===== src/rtl/gfx_pkg.sv =====
// Shared graphics constants and types for the frame scheduler and the
// framebuffer address path.
package gfx_pkg;

    localparam int H_RES     = 640;
    localparam int V_RES     = 480;
    localparam int FB_AW     = 19;
    localparam int COLOR_W   = 8;
    localparam int FB_PIXELS = H_RES * V_RES;

    typedef enum logic [2:0] {
        S_IDLE,
        S_CLEAR,
        S_DRAW_START,
        S_DRAW_WAIT,
        S_READY
    } sched_state_t;

    typedef logic [COLOR_W-1:0] pixel_t;

endpackage


===== src/rtl/fb_addr_gen.sv =====
// Combinational (x, y) -> linear framebuffer address, plus a flag telling
// whether the coordinate lies inside the visible frame.
module fb_addr_gen #(
    parameter int H_RES = 640,
    parameter int V_RES = 480,
    parameter int FB_AW = 19
) (
    input  logic [9:0]       x_i,
    input  logic [9:0]       y_i,
    output logic [FB_AW-1:0] addr_o,
    output logic             in_range_o
);

    // Full 32-bit product first; the range check guarantees it fits FB_AW
    // whenever in_range_o is set.
    assign addr_o     = FB_AW'(32'(y_i) * 32'(H_RES) + 32'(x_i));
    assign in_range_o = (32'(x_i) < 32'(H_RES)) && (32'(y_i) < 32'(V_RES));

endmodule


===== src/rtl/frame_scheduler.sv =====
// Per-frame sequencer: swap buffers, clear the back buffer, launch the
// rasteriser and forward its pixels, owning the single framebuffer write port.
module frame_scheduler #(
    parameter int H_RES   = gfx_pkg::H_RES,
    parameter int V_RES   = gfx_pkg::V_RES,
    parameter int FB_AW   = gfx_pkg::FB_AW,
    parameter int COLOR_W = gfx_pkg::COLOR_W
) (
    input  logic               Clk,
    input  logic               Reset,
    input  logic               frame_tick,
    input  logic               frame_en,
    input  logic [COLOR_W-1:0] bg_color,
    output logic               draw_start,
    input  logic               draw_done,
    input  logic [9:0]         DrawX,
    input  logic [9:0]         DrawY,
    input  logic               draw_pixel_valid,
    input  logic [COLOR_W-1:0] draw_color,
    output logic               fb_we,
    output logic [FB_AW-1:0]   fb_addr,
    output logic [COLOR_W-1:0] fb_data,
    output logic               fb_back_sel,
    output logic               busy,
    output logic               frame_overrun
);
    import gfx_pkg::*;

    localparam int               PIXELS    = H_RES * V_RES;
    localparam logic [FB_AW-1:0] LAST_ADDR = FB_AW'(PIXELS - 1);

    sched_state_t       state_q, state_d;
    logic [FB_AW-1:0]   clr_cnt_q, clr_cnt_d;
    logic [FB_AW-1:0]   fb_addr_q, fb_addr_d;
    logic [COLOR_W-1:0] fb_data_q, fb_data_d;
    logic               fb_we_q, fb_we_d;
    logic               draw_start_q, draw_start_d;
    logic               overrun_q, overrun_d;
    logic               back_sel_q, back_sel_d;
    logic [FB_AW-1:0]   pix_addr;
    logic               pix_in_range;
    logic               busy_w;

    fb_addr_gen #(
        .H_RES (H_RES),
        .V_RES (V_RES),
        .FB_AW (FB_AW)
    ) u_addr_gen (
        .x_i        (DrawX),
        .y_i        (DrawY),
        .addr_o     (pix_addr),
        .in_range_o (pix_in_range)
    );

    assign busy_w = (state_q == S_CLEAR) || (state_q == S_DRAW_START) ||
                    (state_q == S_DRAW_WAIT);

    always_ff @(posedge Clk) begin
        if (Reset) begin
            state_q      <= S_IDLE;
            clr_cnt_q    <= '0;
            fb_addr_q    <= '0;
            fb_data_q    <= '0;
            fb_we_q      <= 1'b0;
            draw_start_q <= 1'b0;
            overrun_q    <= 1'b0;
            back_sel_q   <= 1'b0;
        end else begin
            state_q      <= state_d;
            clr_cnt_q    <= clr_cnt_d;
            fb_addr_q    <= fb_addr_d;
            fb_data_q    <= fb_data_d;
            fb_we_q      <= fb_we_d;
            draw_start_q <= draw_start_d;
            overrun_q    <= overrun_d;
            back_sel_q   <= back_sel_d;
        end
    end

    always_comb begin
        state_d      = state_q;
        clr_cnt_d    = clr_cnt_q;
        fb_addr_d    = fb_addr_q;
        fb_data_d    = fb_data_q;
        fb_we_d      = 1'b0;
        draw_start_d = 1'b0;
        back_sel_d   = back_sel_q;
        // A tick while the frame is still being built is reported, never acted on.
        overrun_d    = frame_tick && busy_w;

        case (state_q)
            S_IDLE: begin
                if (frame_tick && frame_en) begin
                    state_d   = S_CLEAR;
                    clr_cnt_d = '0;
                end
            end
            S_CLEAR: begin
                fb_we_d   = 1'b1;
                fb_addr_d = clr_cnt_q;
                fb_data_d = bg_color;
                clr_cnt_d = clr_cnt_q + FB_AW'(1);
                if (clr_cnt_q == LAST_ADDR) begin
                    state_d = S_DRAW_START;
                end
            end
            S_DRAW_START: begin
                draw_start_d = 1'b1;
                state_d      = S_DRAW_WAIT;
            end
            S_DRAW_WAIT: begin
                if (draw_pixel_valid && pix_in_range) begin
                    fb_we_d   = 1'b1;
                    fb_addr_d = pix_addr;
                    fb_data_d = draw_color;
                end
                if (draw_done) begin
                    state_d = S_READY;
                end
            end
            S_READY: begin
                if (frame_tick) begin
                    back_sel_d = ~back_sel_q;
                    clr_cnt_d  = '0;
                    state_d    = frame_en ? S_CLEAR : S_IDLE;
                end
            end
            default: state_d = S_IDLE;
        endcase
    end

    assign fb_we         = fb_we_q;
    assign fb_addr       = fb_addr_q;
    assign fb_data       = fb_data_q;
    assign draw_start    = draw_start_q;
    assign frame_overrun = overrun_q;
    assign fb_back_sel   = back_sel_q;
    assign busy          = busy_w;

endmodule


===== config.mk =====
export PLATFORM = sky130hd
export DESIGN_NAME = frame_scheduler
export DESIGN_NICKNAME = d
export VERILOG_FILES = /design/src/rtl/gfx_pkg.sv /design/src/rtl/fb_addr_gen.sv /design/src/rtl/frame_scheduler.sv
export SDC_FILE = /design/constraint.sdc
export NUM_CORES = 1
export LEC_CHECK = 0
export ABC_AREA = 1
export CORE_MARGIN = 2
export CORE_UTILIZATION = 40
export CTS_CLUSTER_SIZE = 14
export DETAILED_ROUTE_END_ITERATION = 12
export PLACE_DENSITY = 0.64
export SYNTH_ARGS = -nofsm -noshare
export SYNTH_HDL_FRONTEND = slang
export SYNTH_SLANG_ARGS = --single-unit
export TNS_END_PERCENT = 30

===== constraint.sdc =====
create_clock -name Clk -period 7.05 [get_ports Clk]
set_input_delay 2.115 -clock Clk [delete_from_list [all_inputs] [get_ports Clk]]
set_output_delay 2.115 -clock Clk [all_outputs]
set_load 0.01 [all_outputs]

Yosys cells after proc, flatten, opt, wreduce, memory -nomap -nowiden. Index checks and enable logic that the tools add are counted.

Output and inout bits: 32. Logic and storage cells: 53. Register bits: 53. Input bits: 42.

Mux-type cells: 16. Reduce and logical (&&, ||, !) cells: 13. Eq/ne operators: 10. Bitwise operators: 1. Multiply operators: 1. Order comparisons: 2. $add $sub $neg: 2.

Operators by type and width (count): 2-to-1 mux 19 bit (3); case mux 19 bit (3 select lines) (1); case mux 19 bit (2 select lines) (1); adder 19 x 1 -> 19 bit, second input constant (1); adder 19 x 10 -> 19 bit (1); == test 19 bit, second input constant (1); case mux 8 bit (2 select lines) (1); case mux 3 bit (5 select lines) (1); multiplier 10 x 3 -> 12 bit, second input constant (1); 2-to-1 mux 3 bit (4); less-than comparator 10 bit, second input constant (1); less-than comparator 10 x 9 -> 1 bit, second input constant (1); 2-to-1 mux 8 bit (1); == test 3 x 2 -> 1 bit, second input constant (2); != test 2 bit, second input constant (3); logical AND 1 bit (4); != test 2 x 1 -> 1 bit, second input constant (2); AND reduction 2 bit (2); AND reduction 4 bit (1); == test 3 x 1 -> 1 bit, second input constant (1); == test 3 bit, second input constant (1); zero test 3 bit (1); 2-to-1 mux 1 bit (3); AND reduction 3 bit (1); other kinds (5) (6).

Depth between registers and ports, before layout. Gate-level depths: netlist (run 1).

Depth in word-level cells: 5. Depth in mapped cells: 15. Gate-level depth less buffers: 15.

By module. From an unflattened synthesis (run 1), not the netlist that was laid out.

Cell total of the unflattened synthesis: 522. Area total of the unflattened synthesis: 3523.4 µm².

By module, submodules not included: frame_scheduler (cells an instance 379, area each 2638.8 µm², instances 1); fb_addr_gen (cells an instance 143, area each 884.6 µm², instances 1).

Least setup slack after synthesis (run 1). No wires, ideal clock.

Kind: input -> register. From: input port DrawY[1]. To: register fb_addr_q[16] (netlist: fb_addr[16]). Setup time: 0.071 ns. Cell stages on the path: 15. Buffers on the path: 0. Path slack: 2.833 ns. Arrival time: 4.146 ns. Path through: ha_1 ha_1 fa_1 nand2_1 nor2_1 nand2_1 a21oi_1 nand2_1 nor2_1 nand3_1 nand2_1 nand2_1 nand2_1 nand2_1 a21oi_1.

Cells in the longest elaborated chain, start to end: 5. Elaborated cells on any way between the ends: 9. Those cells by class: 1 x add/sub; 1 x mul; 1 x order compare; 1 x eq/ne; 2 x mux; 3 x reduce/logical.

Ends and longest elaborated chain: from (decl) (RTL line frame_scheduler.sv:17) `input logic [9:0] DrawY,`; parallel branches: the longest is 5 deep, another holds adder 19 x 10 -> 19 bit; to (signal assigned) (RTL line frame_scheduler.sv:71) `fb_addr_q <= fb_addr_d;`; to (decl) (RTL line frame_scheduler.sv:34) `logic [FB_AW-1:0] fb_addr_q, fb_addr_d;`.

Several ways; the timed one is not identified. The select of a mux whose other input is x is not followed. A chain may end at the register's enable or synchronous reset.

Worst setup path after layout (run 1). Ends and elaborated chain as after synthesis.

==> impl_metrics.py, run 1 <==
metrics = {
    "clock_tree": {
        "cts_tree": "done",
        "clkLatencyLatePin_ns": 0.31,
        "cts_root_buf": "clkbuf_8",
        "cts-htree-levels": 2,
        "hold_buffers": 0,
        "clk_path_buf_depth": 2,
        "post_cts_buffers": 0,
        "path_clk_slew_ns": 0.09,
        "cts_resized": 0,
        "clock_sinks": 53,
        "numCtsBuffers": 5,
    },
    "final_layout": {
        "layout_commonest_cell": "nand2_1",
        "area_growth_pct": 27.8,
        "register_area_sq_um": 1060,
        "fillCellCount": 742,
        "drive_gt1_share_pct": 5.28,
        "fin_cells": 632,
        "antenna_cells": 0,
        "stdcell_area_sq_um": 4090,
        "multi_input_area_sq_um": 1890,
        "layout_common_cells": "nand2_1, clkdlybuf4s50_1, dfxtp_1, inv_1, o21ai_0",
        "nNetsFinal": 593,
    },
    "timing": {
        "clock.fmax_ghz": 0.214,
        "min_period_ns": 4.68,
        "fin_skew_ns": 0.00512,
        "worst_slack_ns": 2.37,
        "maxSlewViolCount": 0,
        "tns_ns": 0,
        "setup_viol": 0,
        "worstMarginPinSlew_ns": 0.850,
        "rsz0062_at_grt": "no",
        "period_share_pct": 66.4,
        "slew_headroom_pct": 43.3,
        "hold_viol": 0,
    },
    "synth": {
        "ys_warn_count": 0,
        "ys_seq_area_share_pct": 33.2,
        "ys_types": 34,
        "synthesis.area_sq_um": 3200,
        "syn_inst": 463,
        "synth-seq-cells": 53,
        "synth.top_cell.area_share_pct": 33.2,
        "syn_nets": 527,
        "ys_top_cells_by_area": "dfxtp_1, nand2_1, ha_1, o21ai_0, a21oi_1",
        "avgSynthCellArea_sq_um": 6.91,
        "synth_largest_area_cell": "dfxtp_1",
    },
    "critical_path": {
        "ff2ff_setup_slack_ns": 3.70,
        "cp_max_fo": 5,
        "cp.required_ns": 7.28,
        "startpoint": "DrawY[1]",
        "worstSetupEndpointType": "flop",
        "critPathKind": "input pin to flop",
        "start_kind": "input pin",
        "r2r-start": "state_q[2]",
        "crit_arrival_ns": 4.91,
    },
    "place": {
        "dpl.cell_count": 624,
        "dpl_worst_slack_ns": 2.05,
        "gp_congestion": 0.815,
        "dpl.hpwl_um": 6260,
        "postPlaceCellArea_sq_um": 4000,
        "port-buffer-count": 73,
    },
    "run": {
        "cap_viol_max_count": 0,
    },
    "global_route": {
        "grt_pass1_wl_um": 13900,
        "grt-ovfl-total": 0,
        "grtUsageTotal_pct": 19.6,
        "grt_max_degree": 46,
        "antenna_found_initial": 0,
        "grt_pass1_vias": 3055,
    },
    "pwr": {
        "p_sw_mw": 0.257,
        "ir_drop_v": 0.0000963,
        "pwr-share-clk_pct": 21.8,
        "cellPowerDensity_nw_per_um2": 189,
        "p_comb_share_pct": 33.4,
        "power_frac_seq_pct": 44.8,
        "leakage_nw": 1.66,
        "p_int_mw": 0.516,
        "switching_share_pct": 33.3,
    },
    "drt": {
        "finalWirelength_um": 8280,
        "drt-initial-drc-count": 149,
        "drc": 0,
        "dr.pass1.iters": 4,
        "num_vias": 3209,
        "ant_nets": 0,
        "vias_per_cell": 5.08,
        "wl_per_cell_um": 13.1,
    },
    "floorplanning": {
        "coreArea_sq_um": 7730,
        "boundaryPins": 74,
        "die_y_um": 93.5,
        "die_area_sq_um": 8730,
        "initial_core_util_pct": 41.4,
        "row_count": 32,
        "die_w_um": 93.5,
    },
    "outcome": {
        "outcome": "finished, final reports clean",
    },
    "worst_hold_path": {
        "hold_class": "flop to flop",
        "hp-start": "clr_cnt_q[4]",
    },
}
-- kinds of logic after synthesis --
group	after synthesis	share of synthesized area, %
and+or+nand+nor	217	31.2
AOI/OAI and AO/OA	102	17.5
buffers and inverters	64	7.70
DFF	53	33.2
adders and majority gates	22	9.07
xor gates and xnor gates	5	1.37
-- path summary, 6_finish.rpt --
check / cells past startpoint / end
worst max-delay path: 16 / fb_addr[16]
worst min-delay path: 2 / clr_cnt_q[4]
worst max register to register: 9 / fb_addr[14]
worst min register to register: 2 / clr_cnt_q[4]
-- worst max-delay path: stages --
cell,delay [ns]
clkdlybuf4s50_1,0.45
ha_1,0.31
ha_1,0.23
fa_1,0.54
nand2_1,0.09
nor2_1,0.08
nand2_1,0.07
a21oi_1,0.17
nand2_1,0.09
nor2_1,0.30
nand3_1,0.12
nand2_1,0.08
nand2_1,0.04
nand2_1,0.05
nand2_1,0.07
a21oi_1,0.11
-- registers in the layout (all words and copies together) (netlist names) --
register,cells
fb_we,1
fb_data,8
state_q,3
clr_cnt_q,19
fb_addr,19
fb_back_sel,1
draw_start,1
frame_overrun,1
-- area by class of cell --
type | count | share of cell area, %
sequential | 53 | 25.9
multi-input combinational | 346 | 46.3
clock buffer | 5 | 1.68
inverter | 49 | 4.50
timing repair buffer | 74 | 18.0
clock inverter | 3 | 0.428
tap | 102 | 3.12
-- power by group through the flow --
stage               sequential [mW]  clock (mW)  combinational [mW]
floorplan                     0.363           0               0.138
global placement              0.353           0               0.255
detailed placement            0.353           0               0.257
CTS                           0.347       0.174               0.259
global route                  0.351       0.188               0.288
finish                        0.346       0.168               0.258
-- through the flow --
step,power (mW),hold WS (ns),utilization [%]
3_3_place_gp,0.607,0.451,51.8
2_1_floorplan,0.501,0.434,-
5_1_grt,0.826,0.494,52.9
4_1_cts,0.780,0.468,52.9
3_5_place_dp,0.611,0.453,51.8
6_report,0.773,0.463,52.9
-- synthesized netlist by cell type --
master      n
nand3b_1    5
or2_1       1
nor3_4      2
inv_1      48
o21ai_4     1
nand3_2     3
o21a_1      1
o21ai_0    39
a41oi_1     1
a21oi_1    38
nor3_1      8
nand3_1    20
or2_2       2
a31oi_1    19
nor4_1      3
nor2_2      1
nand2_4     1
a21o_1      1
a21oi_2     1
nor3_2      3
ha_1       20
buf_2       5
inv_2       1
nand4_1     7
xor2_1      3
nor2_4      3
xnor2_1     2
nand2_1   124
dfxtp_1    53
nor2_1     33
nand2_2     1
clkbuf_1   10
a211oi_1    1
fa_1        2
-- metal layers --
metal / vias to the layer above / share of wire (%) / track usage (%)
met3: 8 / 4.0 / 3.14
met5: - / 0 / 0
li1: 1677 / - / -
met4: 0 / 1.4 / 5.51
met2: 57 / 44 / 31.4
met1: 1467 / 51 / 27.2
Note: power is estimated with default switching activity, not from simulation.
==> inputs of run 2 (changes only) <==
Clock period 7.05 ns to 4.8 ns, I/O delays scaled along.
==> run 2 against run 1 <==
Die area unchanged; sequential cell count unchanged; register-to-register slack got worse by 1.3 ns; clock-buffer cell count increased by 1; clock skew increased by 0.0040 ns; worst hold slack improved by 0.0016 ns; core utilization increased by 0.63 points; global-route usage increased by 0.27 points; sequential share of layout area decreased by 0.31 points; combinational power increased by 46%; total power increased by 56%; first-iteration DRC count decreased by 5.4%; largest cell class unchanged.
==> impl_metrics.py, run 2 (same netlist as run 1, synthesis figures left out) <==
metrics = {
    "floorplanning": {
        "row_count": 32,
        "die_y_um": 93.5,
        "die_w_um": 93.5,
        "coreArea_sq_um": 7730,
        "die_area_sq_um": 8730,
        "initial_core_util_pct": 41.4,
        "boundaryPins": 74,
    },
    "global_route": {
        "grt_pass1_vias": 3001,
        "grt-ovfl-total": 0,
        "grt_pass1_wl_um": 14100,
        "grt_max_degree": 40,
        "grtUsageTotal_pct": 19.9,
        "antenna_found_initial": 0,
    },
    "final_layout": {
        "fin_cells": 634,
        "area_growth_pct": 29.3,
        "fillCellCount": 770,
        "drive_gt1_share_pct": 5.64,
        "antenna_cells": 0,
        "nNetsFinal": 595,
        "layout_common_cells": "nand2_1, clkdlybuf4s50_1, dfxtp_1, inv_1, o21ai_0",
        "layout_commonest_cell": "nand2_1",
        "finalCoreUtilization_pct": 53.6,
    },
    "timing": {
        "slew_headroom_pct": 51.6,
        "hold_viol": 0,
        "tns_ns": 0,
        "worstMarginPinSlew_ns": 0.726,
        "fin_skew_ns": 0.00912,
        "maxSlewViolCount": 0,
        "rsz0062_at_grt": "no",
        "setup_viol": 0,
        "hold_ws_ns": 0.465,
        "min_period_ns": 3.95,
        "period_share_pct": 82.2,
        "clock.fmax_ghz": 0.253,
    },
    "clock_tree": {
        "numCtsBuffers": 5,
        "clkLatencyLatePin_ns": 0.31,
        "cts-htree-levels": 2,
        "cts_tree": "done",
        "clk_path_buf_depth": 2,
        "cts_resized": 0,
        "post_cts_buffers": 0,
        "clock_sinks": 53,
        "hold_buffers": 0,
        "path_clk_slew_ns": 0.09,
        "cts_root_buf": "clkbuf_8",
    },
    "drt": {
        "drt-initial-drc-count": 141,
        "vias_per_cell": 4.92,
        "finalWirelength_um": 8240,
        "dr.pass1.iters": 4,
        "ant_nets": 0,
        "num_vias": 3119,
        "drc": 0,
        "wl_per_cell_um": 13.0,
    },
    "pwr": {
        "cellPowerDensity_nw_per_um2": 291,
        "leakage_nw": 1.68,
        "total_power_mw": 1.20,
        "ir_drop_v": 0.000169,
    },
    "place": {
        "port-buffer-count": 73,
        "dpl.cell_count": 626,
        "dpl.hpwl_um": 6300,
        "gp_congestion": 0.806,
    },
    "critical_path": {
        "ff2ff_setup_slack_ns": 2.44,
        "crit_arrival_ns": 4.13,
        "worstSetupEndpointType": "flop",
        "critPathKind": "input pin to flop",
        "cp.required_ns": 4.98,
        "start_kind": "input pin",
        "cp_max_fo": 5,
    },
    "outcome": {
        "outcome": "finished, final reports clean",
    },
    "run": {
        "cap_viol_max_count": 0,
    },
    "worst_hold_path": {
        "hold_class": "flop to flop",
    },
}
==> run 2: cell count changes in the layout (fill, tap and decap cells not counted) <==
cell       previous run  this run
bufinv_16             0         1
clkinv_2              2         0
clkbuf_8              5         6
buf_4                 1         3
==> run 2: path summary, 6_finish.rpt <==
| check | from | to | cells after the start |
|---|---|---|---|
| setup / recovery | DrawY[1] | fb_addr[18] | 15 |
| setup reg to reg | state_q[2] | fb_data[1] | 8 |
| hold / removal | clr_cnt_q[4] | clr_cnt_q[4] | 2 |
| hold reg to reg | clr_cnt_q[4] | clr_cnt_q[4] | 2 |
==> run 2: area by class of cell <==
| cell class | count | area, sq um | area share [%] |
|---|---|---|---|
| multi-input combinational | 346 | 1890 | 45.7 |
| sequential | 53 | 1060 | 25.6 |
| timing repair buffer | 76 | 753 | 18.2 |
| inverter | 49 | 184 | 4.44 |
| tap | 102 | 128 | 3.08 |
| clock buffer | 6 | 82.6 | 2.00 |
| clock inverter | 2 | 37.5 | 0.907 |
==> run 2: report_power, final <==
part,internal (mW),switching (mW)
registers,0.482,0.0275
logic,0.175,0.202
clock network,0.170,0.147
total,0.827,0.376
==> run 2: routing by layer <==
| metal | wire length, um | GRT usage (%) | up-vias |
|---|---|---|---|
| met1 | 4190 | 28.8 | 1374 |
| met3 | 420 | 4.03 | 6 |
| met2 | 3570 | 31.1 | 63 |
| met4 | 60 | 2.94 | 0 |
| met5 | 0 | 0 | - |
| li1 | - | - | 1676 |
==> run 2: worst max-delay path, stage by stage <==
cell,delay [ns]
clkdlybuf4s50_1,0.46
ha_1,0.31
ha_1,0.23
fa_1,0.55
nand2_1,0.08
nor2_1,0.08
nand2_1,0.07
a21oi_1,0.17
nand2_1,0.09
nor2_1,0.28
nand3_1,0.12
nand2_1,0.07
nand3_1,0.06
nand2_1,0.07
a21oi_1,0.06
==> run 2: stage by stage <==
stage	setup slack (ns)	instance area, sq um
floorplan	1.26	3200
global placement	0.574	4020
CTS	0.827	4140
global route	0.594	4140
detailed placement	0.498	4020
finish	0.855	4140
==> inputs of run 3 (changes only) <==
Settings changed: PLACE_DENSITY 0.64 to 0.67.
Clock period 4.8 ns to 3.5 ns, I/O delays scaled along.
==> run 3 against run 2 <==
Worst hold slack improved by 0.0098 ns; register-to-register slack worse by 0.91 ns; via count grew 7.1%; clock skew hardly changed; first-iteration DRC count fell by 1.4%; setup slack worse by 0.57 ns; sequential cell count is the same; global-route usage rose by 0.29 points; total power up 35%; final cell count up 3.3%; routed wire length increased by 4.6%; non-clock buffer count increased by 21.
==> impl_metrics.py, run 3 (same netlist as run 1, synthesis figures left out) <==
metrics = {
    "outcome": {
        "outcome": "finished, final reports clean",
    },
    "global_route": {
        "grt-ovfl-total": 0,
        "grt_pass1_wl_um": 14400,
        "grtUsageTotal_pct": 20.1,
        "grt_max_degree": 33,
        "grt_pass1_vias": 3108,
        "antenna_found_initial": 0,
    },
    "timing": {
        "fin_skew_ns": 0.00923,
        "period_share_pct": 91.7,
        "slew_headroom_pct": 64.7,
        "rsz0062_at_grt": "no",
        "worstMarginPinSlew_ns": 0.528,
        "tns_ns": 0,
        "clock.fmax_ghz": 0.311,
        "min_period_ns": 3.21,
        "setup_viol": 0,
        "maxSlewViolCount": 0,
        "hold_viol": 0,
    },
    "clock_tree": {
        "cts_tree": "done",
        "numCtsBuffers": 5,
        "path_clk_slew_ns": 0.10,
        "cts_root_buf": "clkbuf_8",
        "clkLatencyLatePin_ns": 0.31,
        "cts-htree-levels": 2,
        "clock_sinks": 53,
        "clk_path_buf_depth": 2,
    },
    "pwr": {
        "cellPowerDensity_nw_per_um2": 377,
        "leakage_nw": 1.81,
        "ir_drop_v": 0.000236,
    },
    "critical_path": {
        "worstSetupEndpointType": "flop",
        "critPathKind": "input pin to flop",
        "ff2ff_setup_slack_ns": 1.53,
        "crit_arrival_ns": 3.45,
        "cp.required_ns": 3.74,
        "cp_max_fo": 5,
        "r2r-start": "clr_cnt_q[0]",
        "r2r_cells": 9,
        "reg2reg_to": "state_q[2]",
        "start_kind": "input pin",
    },
    "floorplanning": {
        "boundaryPins": 74,
        "die_area_sq_um": 8730,
        "row_count": 32,
        "coreArea_sq_um": 7730,
        "initial_core_util_pct": 41.4,
        "die_w_um": 93.5,
        "die_y_um": 93.5,
    },
    "place": {
        "dpl.cell_count": 645,
        "dpl.hpwl_um": 6520,
        "gp_congestion": 0.807,
        "port-buffer-count": 73,
    },
    "worst_hold_path": {
        "hold_class": "flop to flop",
        "holdPathEnd": "clr_cnt_q[4]",
        "whs_path_depth": 2,
        "hp-start": "clr_cnt_q[4]",
    },
    "drt": {
        "finalWirelength_um": 8620,
        "drc": 0,
        "wl_per_cell_um": 13.2,
        "vias_per_cell": 5.10,
        "drt-initial-drc-count": 139,
        "num_vias": 3339,
        "ant_nets": 0,
        "dr.pass1.iters": 4,
    },
    "final_layout": {
        "antenna_cells": 0,
        "drive_gt1_share_pct": 9.95,
        "area_growth_pct": 34.5,
        "layout_commonest_cell": "nand2_1",
        "fin_cells": 655,
        "nNetsFinal": 616,
        "layout_common_cells": "nand2_1, clkdlybuf4s50_1, dfxtp_1, inv_1, o21ai_0",
    },
    "run": {
        "cap_viol_max_count": 0,
    },
}
run 3: cell types whose count changed in the layout (fill, tap and decap cells not counted), moves of 2 or more:
cell / change
a21oi_1: -2
ha_1: -2
dlymetal6s2s_1: +4
a21oi_2: +2
clkdlybuf4s50_1: -4
buf_4: +21
run 3: worst max path at each step:
stage,slack [ns],start,cells after the start,endpoint
after floorplan,0.35,DrawY[1],15,fb_addr[16]
after detailed placement,-0.22,DrawY[1],16,fb_addr[18]
final,0.29,DrawY[4],16,fb_addr[16]
after global routing,0.04,DrawY[4],16,fb_addr[16]
after global placement,-0.16,DrawY[1],17,fb_addr[16]
after CTS,0.09,DrawY[1],16,fb_addr[18]
run 3: worst max-delay path, cell delays in order:
cell and delay, ns:
clkdlybuf4s50_1 0.43, ha_1 0.31, fa_1 0.51, nand2_1 0.07, nor2_1 0.10, nand2_1 0.09
a21oi_2 0.16, nand2_1 0.08, nor2_1 0.10, buf_4 0.14, nand3_1 0.06, nand2_1 0.07
nand2_1 0.04, nand2_1 0.05, nand2_1 0.06, a21oi_2 0.12
run 3: per-layer routing:
metal / wire, um / vias up / global-route usage [%] / part of all wire, %
met5: 0 / - / 0 / 0
li1: - / 1720 / - / -
met3: 465 / 5 / 2.98 / 5.4
met2: 3930 / 79 / 32.9 / 46
met1: 4170 / 1535 / 28.4 / 48
met4: 55 / 0 / 3.68 / 0.64
run 3: where the power goes:
part	internal, mW	switching (mW)	total, mW	leakage, nW
clock network	0.161	0.205	0.366	0.0512
registers	0.661	0.0393	0.700	0.431
logic	0.273	0.284	0.557	1.33
run 3: what timing repair did:
action	CTS	global route
endpoints found under the setup margin	0	2
hold buffers	0	0
gates resized for setup	0	9
buffers inserted	0	2
run 3: final cells by class:
cell class | instances | area, sq um
clock buffer | 6 | 82.6
tap | 102 | 128
fill | 739 | 3420
multi-input combinational | 346 | 1920
inverter | 49 | 184
timing repair buffer | 97 | 921
sequential | 53 | 1060
clock inverter | 2 | 13.8
run 3: per-stage QoR:
stage | total power [mW] | hold slack (ns) | instance area (sq um) | util [%] | setup slack, ns
after floorplan | 1.01 | 0.434 | 3200 | - | 0.348
after global placement | 1.25 | 0.450 | 4160 | 53.9 | -0.159
after detailed placement | 1.26 | 0.456 | 4160 | 53.9 | -0.221
after CTS | 1.63 | 0.471 | 4260 | 55.1 | 0.0939
after global routing | 1.73 | 0.477 | 4310 | 55.7 | 0.0410
final | 1.62 | 0.475 | 4310 | 55.7 | 0.289
